==> src/rtl/dda_pkg.sv <==
// Shared types for the multi-axis DDA: default widths and the signed-magnitude velocity word.
package dda_pkg;

  localparam int DDA_VW    = 8;
  localparam int DDA_ACC_W = 16;

  typedef struct packed {
    logic              neg;
    logic [DDA_VW-2:0] mag;
  } vel_t;

  function automatic logic [DDA_VW-2:0] vel_mag(input vel_t v);
    return v.mag;
  endfunction

endpackage

==> src/rtl/dda_seg_fifo.sv <==
// Segment command FIFO: DEPTH entries of W bits, synchronous clear, occupancy count.
module dda_seg_fifo #(
  parameter int W     = 16,
  parameter int DEPTH = 4
) (
  input  logic                   clk,
  input  logic                   rst_n,
  input  logic                   clear,
  input  logic                   push,
  input  logic                   pop,
  input  logic [W-1:0]           din,
  output logic [W-1:0]           dout,
  output logic [$clog2(DEPTH):0] cnt,
  output logic                   empty,
  output logic                   full
);
  localparam int AW = $clog2(DEPTH);

  logic [W-1:0]  mem_q [DEPTH];
  logic [AW-1:0] wr_q, wr_d, rd_q, rd_d;
  logic [AW:0]   cnt_q, cnt_d;

  // NOTE: every variable gets its default first so no path leaves it unassigned (no latch).
  always_comb begin
    wr_d  = wr_q;
    rd_d  = rd_q;
    cnt_d = cnt_q;
    if (clear) begin
      wr_d  = '0;
      rd_d  = '0;
      cnt_d = '0;
    end else begin
      if (push) wr_d = wr_q + AW'(1);
      if (pop)  rd_d = rd_q + AW'(1);
      case ({push, pop})
        2'b10:   cnt_d = cnt_q + (AW+1)'(1);
        2'b01:   cnt_d = cnt_q - (AW+1)'(1);
        default: cnt_d = cnt_q;
      endcase
    end
  end

  // NOTE: sequential state uses non-blocking assignments so all flops update together.
  always_ff @(posedge clk or negedge rst_n) begin
    if (!rst_n) begin
      wr_q  <= '0;
      rd_q  <= '0;
      cnt_q <= '0;
    end else begin
      wr_q  <= wr_d;
      rd_q  <= rd_d;
      cnt_q <= cnt_d;
    end
  end

  // NOTE: storage is not reset; the count alone says which entries are valid.
  always_ff @(posedge clk) begin
    if (push) mem_q[wr_q] <= din;
  end

  assign dout  = mem_q[rd_q];
  assign cnt   = cnt_q;
  assign empty = (cnt_q == '0);
  assign full  = (cnt_q == (AW+1)'(DEPTH));

endmodule

==> src/rtl/dda_multi_axis_interp.sv <==
// Multi-axis DDA step/dir generator: queued velocity segments, one phase accumulator per axis.
module dda_multi_axis_interp
  import dda_pkg::*;
#(
  parameter int AXES      = 2,
  parameter int VW        = DDA_VW,
  parameter int ACC_W     = DDA_ACC_W,
  parameter int DEPTH     = 4,
  parameter int TICK_DIV  = 100,
  parameter int SEG_TICKS = 10,
  parameter int ACC_INIT  = 10
) (
  input  logic                   clk,
  input  logic                   rst_n,
  input  logic                   clear,
  input  logic                   cmd_valid,
  output logic                   cmd_ready,
  input  logic [AXES*VW-1:0]     cmd_data,
  input  logic [ACC_W-1:0]       n_div,
  output logic [AXES-1:0]        step,
  output logic [AXES-1:0]        dir,
  output logic [$clog2(DEPTH):0] fifo_cnt,
  output logic                   fifo_full,
  output logic                   busy,
  output logic                   seg_strobe,
  output logic                   underrun,
  output logic                   overspeed
);
  localparam int TW = $clog2(TICK_DIV);
  localparam int SW = $clog2(SEG_TICKS + 1);
  localparam int HW = $clog2(TICK_DIV / 2);
  localparam logic [ACC_W-1:0] ACC_MAX = '1;

  logic [TW-1:0]        tick_cnt_q, tick_cnt_d;
  logic [SW-1:0]        seg_cnt_q, seg_cnt_d;
  logic [HW-1:0]        hold_q, hold_d;
  logic                 first_q, first_d;
  logic [AXES*VW-1:0]   active_q, active_d, vel_use, fifo_head;
  logic [AXES-1:0]      dir_q, dir_d, step_q, step_d, fire, fast, neg;
  logic [ACC_W-1:0]     acc_q [AXES];
  logic [ACC_W-1:0]     acc_d [AXES];
  logic [ACC_W-1:0]     acc_nx [AXES];
  logic                 seg_strobe_q, seg_strobe_d, underrun_q, underrun_d;
  logic                 overspeed_q, overspeed_d;
  logic                 tick, boundary, push, pop, fifo_empty;

  dda_seg_fifo #(.W(AXES*VW), .DEPTH(DEPTH)) u_fifo (
    .clk   (clk),
    .rst_n (rst_n),
    .clear (clear),
    .push  (push),
    .pop   (pop),
    .din   (cmd_data),
    .dout  (fifo_head),
    .cnt   (fifo_cnt),
    .empty (fifo_empty),
    .full  (fifo_full)
  );

  // The boundary tick already plays the freshly popped velocity (or zero on an empty FIFO).
  always_comb begin
    tick     = (tick_cnt_q == TW'(TICK_DIV - 1));
    boundary = tick && (first_q || seg_cnt_q == SW'(SEG_TICKS - 1));
    pop      = boundary && !fifo_empty && !clear;
    push     = cmd_valid && cmd_ready && !clear;
    vel_use  = active_q;
    if (boundary) vel_use = fifo_empty ? '0 : fifo_head;
  end

  for (genvar k = 0; k < AXES; k++) begin : g_axis
    vel_t         vel;
    logic [ACC_W:0] mag, sum, rem;
    assign vel       = vel_t'(vel_use[k*VW +: VW]);
    assign neg[k]    = vel.neg;
    assign mag       = (ACC_W+1)'(vel_mag(vel));
    assign sum       = {1'b0, acc_q[k]} + mag;
    assign rem       = sum - {1'b0, n_div};
    assign fire[k]   = (n_div != '0) && (sum >= {1'b0, n_div});
    assign fast[k]   = (n_div != '0) && (mag >= {1'b0, n_div});
    assign acc_nx[k] = (n_div == '0) ? acc_q[k] :
                       !fire[k]      ? sum[ACC_W-1:0] :
                       rem[ACC_W]    ? ACC_MAX : rem[ACC_W-1:0];
  end

  always_comb begin
    tick_cnt_d   = tick_cnt_q;
    seg_cnt_d    = seg_cnt_q;
    hold_d       = hold_q;
    first_d      = first_q;
    active_d     = active_q;
    dir_d        = dir_q;
    step_d       = step_q;
    acc_d        = acc_q;
    overspeed_d  = overspeed_q;
    seg_strobe_d = 1'b0;
    underrun_d   = 1'b0;
    if (clear) begin
      tick_cnt_d  = '0;
      seg_cnt_d   = '0;
      hold_d      = '0;
      first_d     = 1'b1;
      active_d    = '0;
      step_d      = '0;
      overspeed_d = 1'b0;
      for (int k = 0; k < AXES; k++) acc_d[k] = ACC_W'(ACC_INIT);
    end else begin
      tick_cnt_d   = tick ? '0 : tick_cnt_q + TW'(1);
      seg_strobe_d = boundary;
      underrun_d   = boundary && fifo_empty && busy;
      if (tick) begin
        first_d     = 1'b0;
        seg_cnt_d   = boundary ? '0 : seg_cnt_q + SW'(1);
        active_d    = vel_use;
        step_d      = fire;
        hold_d      = HW'(TICK_DIV / 2 - 1);
        overspeed_d = overspeed_q | (|fast);
        if (boundary && !fifo_empty) dir_d = neg;
        for (int k = 0; k < AXES; k++) acc_d[k] = acc_nx[k];
      end else if (hold_q != '0) begin
        hold_d = hold_q - HW'(1);
      end else begin
        step_d = '0;
      end
    end
  end

  always_ff @(posedge clk or negedge rst_n) begin
    if (!rst_n) begin
      tick_cnt_q   <= '0;
      seg_cnt_q    <= '0;
      hold_q       <= '0;
      first_q      <= 1'b1;
      active_q     <= '0;
      dir_q        <= '0;
      step_q       <= '0;
      acc_q        <= '{default: ACC_W'(ACC_INIT)};
      seg_strobe_q <= 1'b0;
      underrun_q   <= 1'b0;
      overspeed_q  <= 1'b0;
    end else begin
      tick_cnt_q   <= tick_cnt_d;
      seg_cnt_q    <= seg_cnt_d;
      hold_q       <= hold_d;
      first_q      <= first_d;
      active_q     <= active_d;
      dir_q        <= dir_d;
      step_q       <= step_d;
      acc_q        <= acc_d;
      seg_strobe_q <= seg_strobe_d;
      underrun_q   <= underrun_d;
      overspeed_q  <= overspeed_d;
    end
  end

  assign cmd_ready  = !fifo_full;
  assign busy       = (active_q != '0) || (fifo_cnt != '0);
  assign step       = step_q;
  assign dir        = dir_q;
  assign seg_strobe = seg_strobe_q;
  assign underrun   = underrun_q;
  assign overspeed  = overspeed_q;

endmodule

==> config.mk <==
export PLATFORM = sky130hd
export DESIGN_NAME = dda_multi_axis_interp
export DESIGN_NICKNAME = d
export VERILOG_FILES = /design/src/rtl/dda_pkg.sv /design/src/rtl/dda_seg_fifo.sv /design/src/rtl/dda_multi_axis_interp.sv
export SDC_FILE = /design/constraint.sdc
export NUM_CORES = 1
export LEC_CHECK = 0
export BUFFER_PORTS_ARGS = -buffer_cell sky130_fd_sc_hd__buf_2
export CORE_AREA = 2 2 139 141
export CTS_CLUSTER_DIAMETER = 100
export DETAILED_ROUTE_END_ITERATION = 10
export DIE_AREA = 0 0 141 143
export GPL_TIMING_DRIVEN = 1
export PLACE_DENSITY = 0.67
export SLEW_MARGIN = 20
export SYNTH_ARGS = -nofsm -noshare
export SYNTH_HDL_FRONTEND = slang
export SYNTH_SLANG_ARGS = --single-unit
==> constraint.sdc <==
create_clock -name clk -period 7.85 [get_ports clk]
set_input_delay 1.57 -clock clk [delete_from_list [all_inputs] [get_ports clk]]
set_output_delay 1.57 -clock clk [all_outputs]
set_load 0.01 [all_outputs]
==> impl_metrics.env, run 1 <==
export IMPL_status="finished, final reports clean"
export IMPL_worstMarginPinSlew_ns=1.02
export IMPL_core_area_um2=18600
export IMPL_synth_most_common_cell="nand2_1"
export IMPL_cp_end_kind="flip-flop"
export IMPL_worstPathCellList="nor4b_1, o2111ai_2, o21ai_0, ha_1, a21oi_1, o211ai_1, o311ai_0, nor2_1, xor2_1, ha_1, nand4_2, or3_1, or4_1, and3_4, a21oi_2, o21ai_0, o21ai_0"
export IMPL_placed_area_um2=9700
export IMPL_grt_pass1_vias=6980
export IMPL_place_inst=1182
export IMPL_gp_congestion=0.890
export IMPL_vias=7052
export IMPL_grt_pass1_wl_um=35500
export IMPL_layout_cells_non_filler=1213
export IMPL_final_setup_viol_count=0
export IMPL_synthMuxAreaShare_pct=4.36
export IMPL_finalCriticalPeriod_ns=6.68
export IMPL_cts_buffers=17
export IMPL_drtIter0Drc=440
export IMPL_hold_class="reg2reg"
export IMPL_crit_required_ns=8.19
export IMPL_area_growth_pct=11.8
export IMPL_slowest_stage="o21ai_0"
export IMPL_dp_hpwl_um=15500
export IMPL_htree_levels=4
export IMPL_dieArea_um2=20200
export IMPL_avgRoutedWirePerCell_um=17.6
export IMPL_fp_dieW_um=141
export IMPL_ctsResizeCount=0
export IMPL_yosys_warnings=0
export IMPL_cts_tree="done"
export IMPL_worstPathMaxFanout=22
export IMPL_port_buffers=48
export IMPL_fin_tns_setup_ns=0
export IMPL_fin_skew_ns=0.0153
export IMPL_viasPerCell=5.81
export IMPL_drt_wl_total_um=21300
export IMPL_yosys_top_cells_count="103 x nand2_1, 75 x dfrtp_1, 70 x ha_1, 69 x nor2_1, 64 x edfxtp_1"
export IMPL_cellLeakagePower_nw=4.41
export IMPL_crit_top_cell="o21ai_0"
export IMPL_fmax_mhz=150
export IMPL_nNetsFinal=1078
export IMPL_p_per_area_nw_per_um2=181
export IMPL_cts_hold_buf=0
export IMPL_syn_inst=921
export IMPL_cap_violations=0
export IMPL_final_hold_viol_count=0
export IMPL_synthFlopType="dfrtp_1"
export IMPL_ios=49
export IMPL_overflow=0
export IMPL_netlist_area_leader_share_pct=20.9
export IMPL_post_cts_buffers=0
export IMPL_yosysUniqueCellTypes=74
export IMPL_syn_nets=1032
export IMPL_path_clk_slew_ns=0.07
export IMPL_dr_pass1_iters=7
export IMPL_synth_edf_count=64
export IMPL_drc_errors=0
export IMPL_yosysSeqAreaShare_pct=42.7
export IMPL_startpoint_type="flip-flop"
export IMPL_synthSimpleGateAreaFrac_pct=17.2
export IMPL_period_share_pct=85.1
export IMPL_fillers=1642
export IMPL_synth_compound_area_share_pct=16.7
export IMPL_antenna_left=0
export IMPL_multiInputGateArea_um2=5030
export IMPL_antenna_found_initial=0
export IMPL_utilization_pct=55.4
export IMPL_synth_area_um2=9210
export IMPL_synth_largest_area_cell="edfxtp_1"
export IMPL_grt_setup_unrepaired="no"
export IMPL_ys_seq_elements=144
export IMPL_drive_gt1_share_pct=13.9
export IMPL_final_area_um2=10300
export IMPL_relSlewSlack_pct=31.4
export IMPL_grt_max_degree=64
export IMPL_cts_root_buf="clkbuf_16"
export IMPL_irDropWorstVdd_v=0.000218
export IMPL_syn_avg_cell_area_um2=10.0
export IMPL_synthXorXnorAreaFrac_pct=5.61
export IMPL_crit_type="reg2reg"
export IMPL_worstPathArrival_ns=7.03
export IMPL_cts_sinks=144
export IMPL_track_usage_pct=22.4
export IMPL_synth_area_leaders="edfxtp_1 21%, dfrtp_1 20%, ha_1 9.5%"
export IMPL_clock_latency_ns=0.43
export IMPL_hold_ws_ns=0.486
export IMPL_synthAdderAreaFrac_pct=10.6
export IMPL_critPathMaxStageDelay_ns=0.68
export IMPL_async_reset_ff_share_pct=55.6
export IMPL_clockBufferDepth=2
export IMPL_synth_top_family_by_area="simple AND/OR/NAND/NOR gates"
export IMPL_initial_utilization_pct=49.6
export IMPL_rows=50
export IMPL_antennaDiodeCount=0
export IMPL_maxSlewViolCount=0
export IMPL_register_area_um2=3930
export IMPL_die_y_um=143
## metrics by stage
stage | setup WS (ns) | total power, mW
finish | 1.17 | 1.86
global route | 0.515 | 1.94
CTS | 1.21 | 1.88
detailed placement | 1.24 | 1.05
global placement | 1.36 | 1.05
floorplan | 2.11 | 0.987
## layout make-up
| type | count | share of cell area, % |
|---|---|---|
| Tap cell | 234 | 2.84 |
| Timing Repair Buffer | 58 | 3.09 |
| Inverter | 35 | 1.28 |
| Clock inverter | 14 | 1.68 |
| Multi-Input combinational cell | 711 | 48.8 |
| Sequential cell | 144 | 38.2 |
| Clock buffer | 17 | 4.13 |
## where the power goes
part           internal, mW  total [mW]  switching, mW
Combinational        0.0824       0.205          0.123
Sequential            0.814       0.832         0.0180
Clock                 0.478       0.826          0.348
## state kept, by name, indices dropped and copies added (netlist names)
signal and flops:
u_fifo.mem_q 64, acc_q 32, active_q 16, tick_cnt_q 7
hold_q 6, seg_cnt_q 4, u_fifo.cnt 3, dir 2
step 2, u_fifo.rd_q 2, u_fifo.wr_q 2, first_q 1
overspeed 1, seg_strobe 1, underrun 1
## layer usage
layer  GRT usage, %  wire length (µm)
met1           29.7              9800
met2           37.5             10400
met3           3.79               671
met4           7.58               495
met5              0                 0
## critical path: cells and delay by family (launching register included)
kind | cells | cell delay [ns]
compound gates | 8 | 3.32
fa+ha+maj | 2 | 0.77
flops | 1 | 0.43
xor+xnor | 1 | 0.18
simple gates | 6 | 1.89
## path summary, 6_finish.rpt
kind,from,endpoint,slack [ns],cells after the start
worst max-delay path,tick_cnt_q[2],acc_q[15],1.17,17
worst min-delay path,acc_q[22],acc_q[22],0.49,2
min in group asynchronous,rst_n,acc_q[13],1.01,1
worst min register to register,acc_q[22],acc_q[22],0.49,2
max in group asynchronous,rst_n,seg_cnt_q[3],5.73,2
worst max register to register,tick_cnt_q[2],acc_q[15],1.17,17
## cells by family (layout without fill, tap and decap cells)
logic type | count (synthesis) | in the layout
muxes | 20 | 20
and+or+nand+nor | 319 | 319
DFF | 144 | 144
xor gates and xnor gates | 59 | 59
buffers and inverters | 66 | 124
AOI/OAI and AO/OA | 238 | 238
adders and majority gates | 75 | 75
## placed cells by master (no fill, tap or decap), types with 6 or more instances in the layout
cell type and n:
buf_2 47, nand3_1 23, nor2_1 69, nor4_1 9, o21ai_0 63, dfrtp_1 75
xor2_1 26, a21oi_1 51, nor2b_1 17, edfxtp_1 64, a21o_1 13, mux4_2 16
and2_1 8, or2_2 6, xnor2_1 33, nand2_1 103, clkbuf_16 17, ha_1 70
nand2b_1 9, or3_1 6, o211ai_1 8, inv_1 35, nor3_1 20, o21a_1 13
inv_6 6, nand4_1 7, nor3_2 8, and3_1 11, o21ai_1 13, a211oi_1 15
o221ai_1 11, buf_4 11
Note: power is estimated with default switching activity, not from simulation.
==> run 2: changes to the inputs <==
--- a/config.mk
+++ b/config.mk
@@ -6,12 +6,11 @@
 export NUM_CORES = 1
 export LEC_CHECK = 0
 export BUFFER_PORTS_ARGS = -buffer_cell sky130_fd_sc_hd__buf_2
-export CORE_AREA = 2 2 139 141
+export CORE_AREA = 2 2 147 149
 export CTS_CLUSTER_DIAMETER = 100
 export DETAILED_ROUTE_END_ITERATION = 10
-export DIE_AREA = 0 0 141 143
+export DIE_AREA = 0 0 149 151
 export GPL_TIMING_DRIVEN = 1
-export PLACE_DENSITY = 0.67
 export SLEW_MARGIN = 20
 export SYNTH_ARGS = -nofsm -noshare
 export SYNTH_HDL_FRONTEND = slang
==> impl_metrics.env, run 2 (synthesis gave the netlist of run 1 again) <==
export IMPL_track_usage_pct=20.5
export IMPL_place_inst=1223
export IMPL_clock_latency_ns=0.42
export IMPL_layout_cells_non_filler=1255
export IMPL_final_hold_viol_count=0
export IMPL_fp_dieW_um=149
export IMPL_rows=53
export IMPL_grt_max_degree=58
export IMPL_die_y_um=151
export IMPL_ios=49
export IMPL_status="finished, final reports clean"
export IMPL_dieArea_um2=22500
export IMPL_area_growth_pct=12.2
export IMPL_dr_pass1_iters=5
export IMPL_register_area_um2=3930
export IMPL_cp_end_kind="flip-flop"
export IMPL_drtIter0Drc=349
export IMPL_startpoint_type="flip-flop"
export IMPL_irDropWorstVdd_v=0.000184
export IMPL_drive_gt1_share_pct=13.8
export IMPL_grt_setup_unrepaired="no"
export IMPL_cts_buffers=17
export IMPL_fillers=1943
export IMPL_worstPathArrival_ns=6.91
export IMPL_cap_violations=0
export IMPL_grt_pass1_wl_um=35900
export IMPL_initial_utilization_pct=44.2
export IMPL_final_setup_viol_count=0
export IMPL_antenna_found_initial=0
export IMPL_crit_required_ns=8.19
export IMPL_regMostFlops="u_fifo.mem_q"
export IMPL_viasPerCell=5.64
export IMPL_clockBufferDepth=2
export IMPL_fin_ws_ns=1.28
export IMPL_worstPathMaxFanout=16
export IMPL_core_area_um2=20800
export IMPL_avgRoutedWirePerCell_um=17.5
export IMPL_drt_wl_total_um=22000
export IMPL_dp_slack_ns=1.37
export IMPL_top_regs="u_fifo.mem_q: 64 flops, acc_q: 32 flops, active_q: 16 flops"
export IMPL_relSlewSlack_pct=37.5
export IMPL_antenna_left=0
export IMPL_layout_commonest_cell="nand2_1"
export IMPL_vias=7079
export IMPL_overflow=0
export IMPL_final_cell_mix="103 x nand2_1, 75 x dfrtp_1, 70 x ha_1"
export IMPL_path_clk_slew_ns=0.06
export IMPL_drc_errors=0
export IMPL_p_per_area_nw_per_um2=178
export IMPL_multiInputGateArea_um2=5030
export IMPL_ctsResizeCount=0
export IMPL_cellLeakagePower_nw=4.41
export IMPL_grt_pass1_vias=7004
export IMPL_worstMarginPinSlew_ns=0.932
export IMPL_fmax_mhz=152
export IMPL_period_share_pct=83.7
export IMPL_fin_tns_setup_ns=0
export IMPL_cts_hold_buf=0
export IMPL_finalCriticalPeriod_ns=6.57
export IMPL_hold_class="reg2reg"
export IMPL_cts_tree="done"
export IMPL_crit_type="reg2reg"
export IMPL_port_buffers=48
export IMPL_largest_reg_flops=64
export IMPL_dp_hpwl_um=16300
export IMPL_post_cts_buffers=0
export IMPL_cts_sinks=144
export IMPL_antennaDiodeCount=0
export IMPL_maxSlewViolCount=0
export IMPL_nNetsFinal=1078
export IMPL_htree_levels=4
export IMPL_cts_root_buf="clkbuf_16"
export IMPL_gp_congestion=0.874
export IMPL_fin_skew_ns=0.00902
## run 2: cell type report
type / instances / share of cell area [%]
Clock buffer: 18 / 4.15
Clock inverter: 14 / 1.45
Inverter: 35 / 1.27
Multi-Input combinational cell: 711 / 48.7
Sequential cell: 144 / 38.0
Tap cell: 275 / 3.33
Timing Repair Buffer: 58 / 3.08
## run 2: critical path, stage by stage (launching register included)
cell       delay, ns
dfrtp_1         0.43
nor4b_1         0.56
o2111ai_2       0.47
o21ai_0         0.63
ha_1            0.35
a21oi_1         0.23
o211ai_1        0.21
o311ai_0        0.69
nor2_1          0.13
xor2_1          0.18
ha_1            0.42
nand4_2         0.16
or3_1           0.36
or4_1           0.51
and3_4          0.21
a21oi_2         0.62
o21ai_0         0.14
o21ai_0         0.18
## run 2: worst paths after layout
check,slack [ns],cells past startpoint,endpoint,from
max,1.28,17,acc_q[2],tick_cnt_q[2]
min,0.48,2,acc_q[22],acc_q[22]
max reg2reg,1.28,17,acc_q[2],tick_cnt_q[2]
min reg2reg,0.48,2,acc_q[22],acc_q[22]
max in group asynchronous,5.69,2,acc_q[18],rst_n
min in group asynchronous,1.05,1,acc_q[12],rst_n
## run 2: per-stage QoR
| stage | cell area, µm² | hold slack, ns | power, mW | utilization, % |
|---|---|---|---|---|
| 6_report | 10300 | 0.482 | 1.84 | 49.6 |
| 5_1_grt | 10300 | 0.509 | 1.92 | 49.6 |
| 3_5_place_dp | 9750 | 0.467 | 1.06 | 46.8 |
| 4_1_cts | 10300 | 0.481 | 1.85 | 49.6 |
| 2_1_floorplan | 9210 | 0.437 | 0.987 | - |
| 3_3_place_gp | 9750 | 0.463 | 1.05 | 46.8 |
## run 2: report_power, final
part	total [mW]	internal, mW	leakage (nW)	switching (mW)
clock network	0.796	0.448	0.280	0.348
registers	0.831	0.814	1.67	0.0170
logic	0.209	0.0825	2.46	0.126
total	1.84	1.34	4.41	0.491
## run 2: layer usage
| layer | part of all wire [%] | wire length [µm] | track usage (%) | vias up |
|---|---|---|---|---|
| li1 | - | - | - | 3523 |
| met3 | 3.5 | 771 | 3.64 | 46 |
| met4 | 3.5 | 765 | 8.71 | 0 |
| met2 | 48 | 10500 | 34.0 | 153 |
| met1 | 45 | 9970 | 26.4 | 3357 |
| met5 | 0 | 0 | 0 | - |
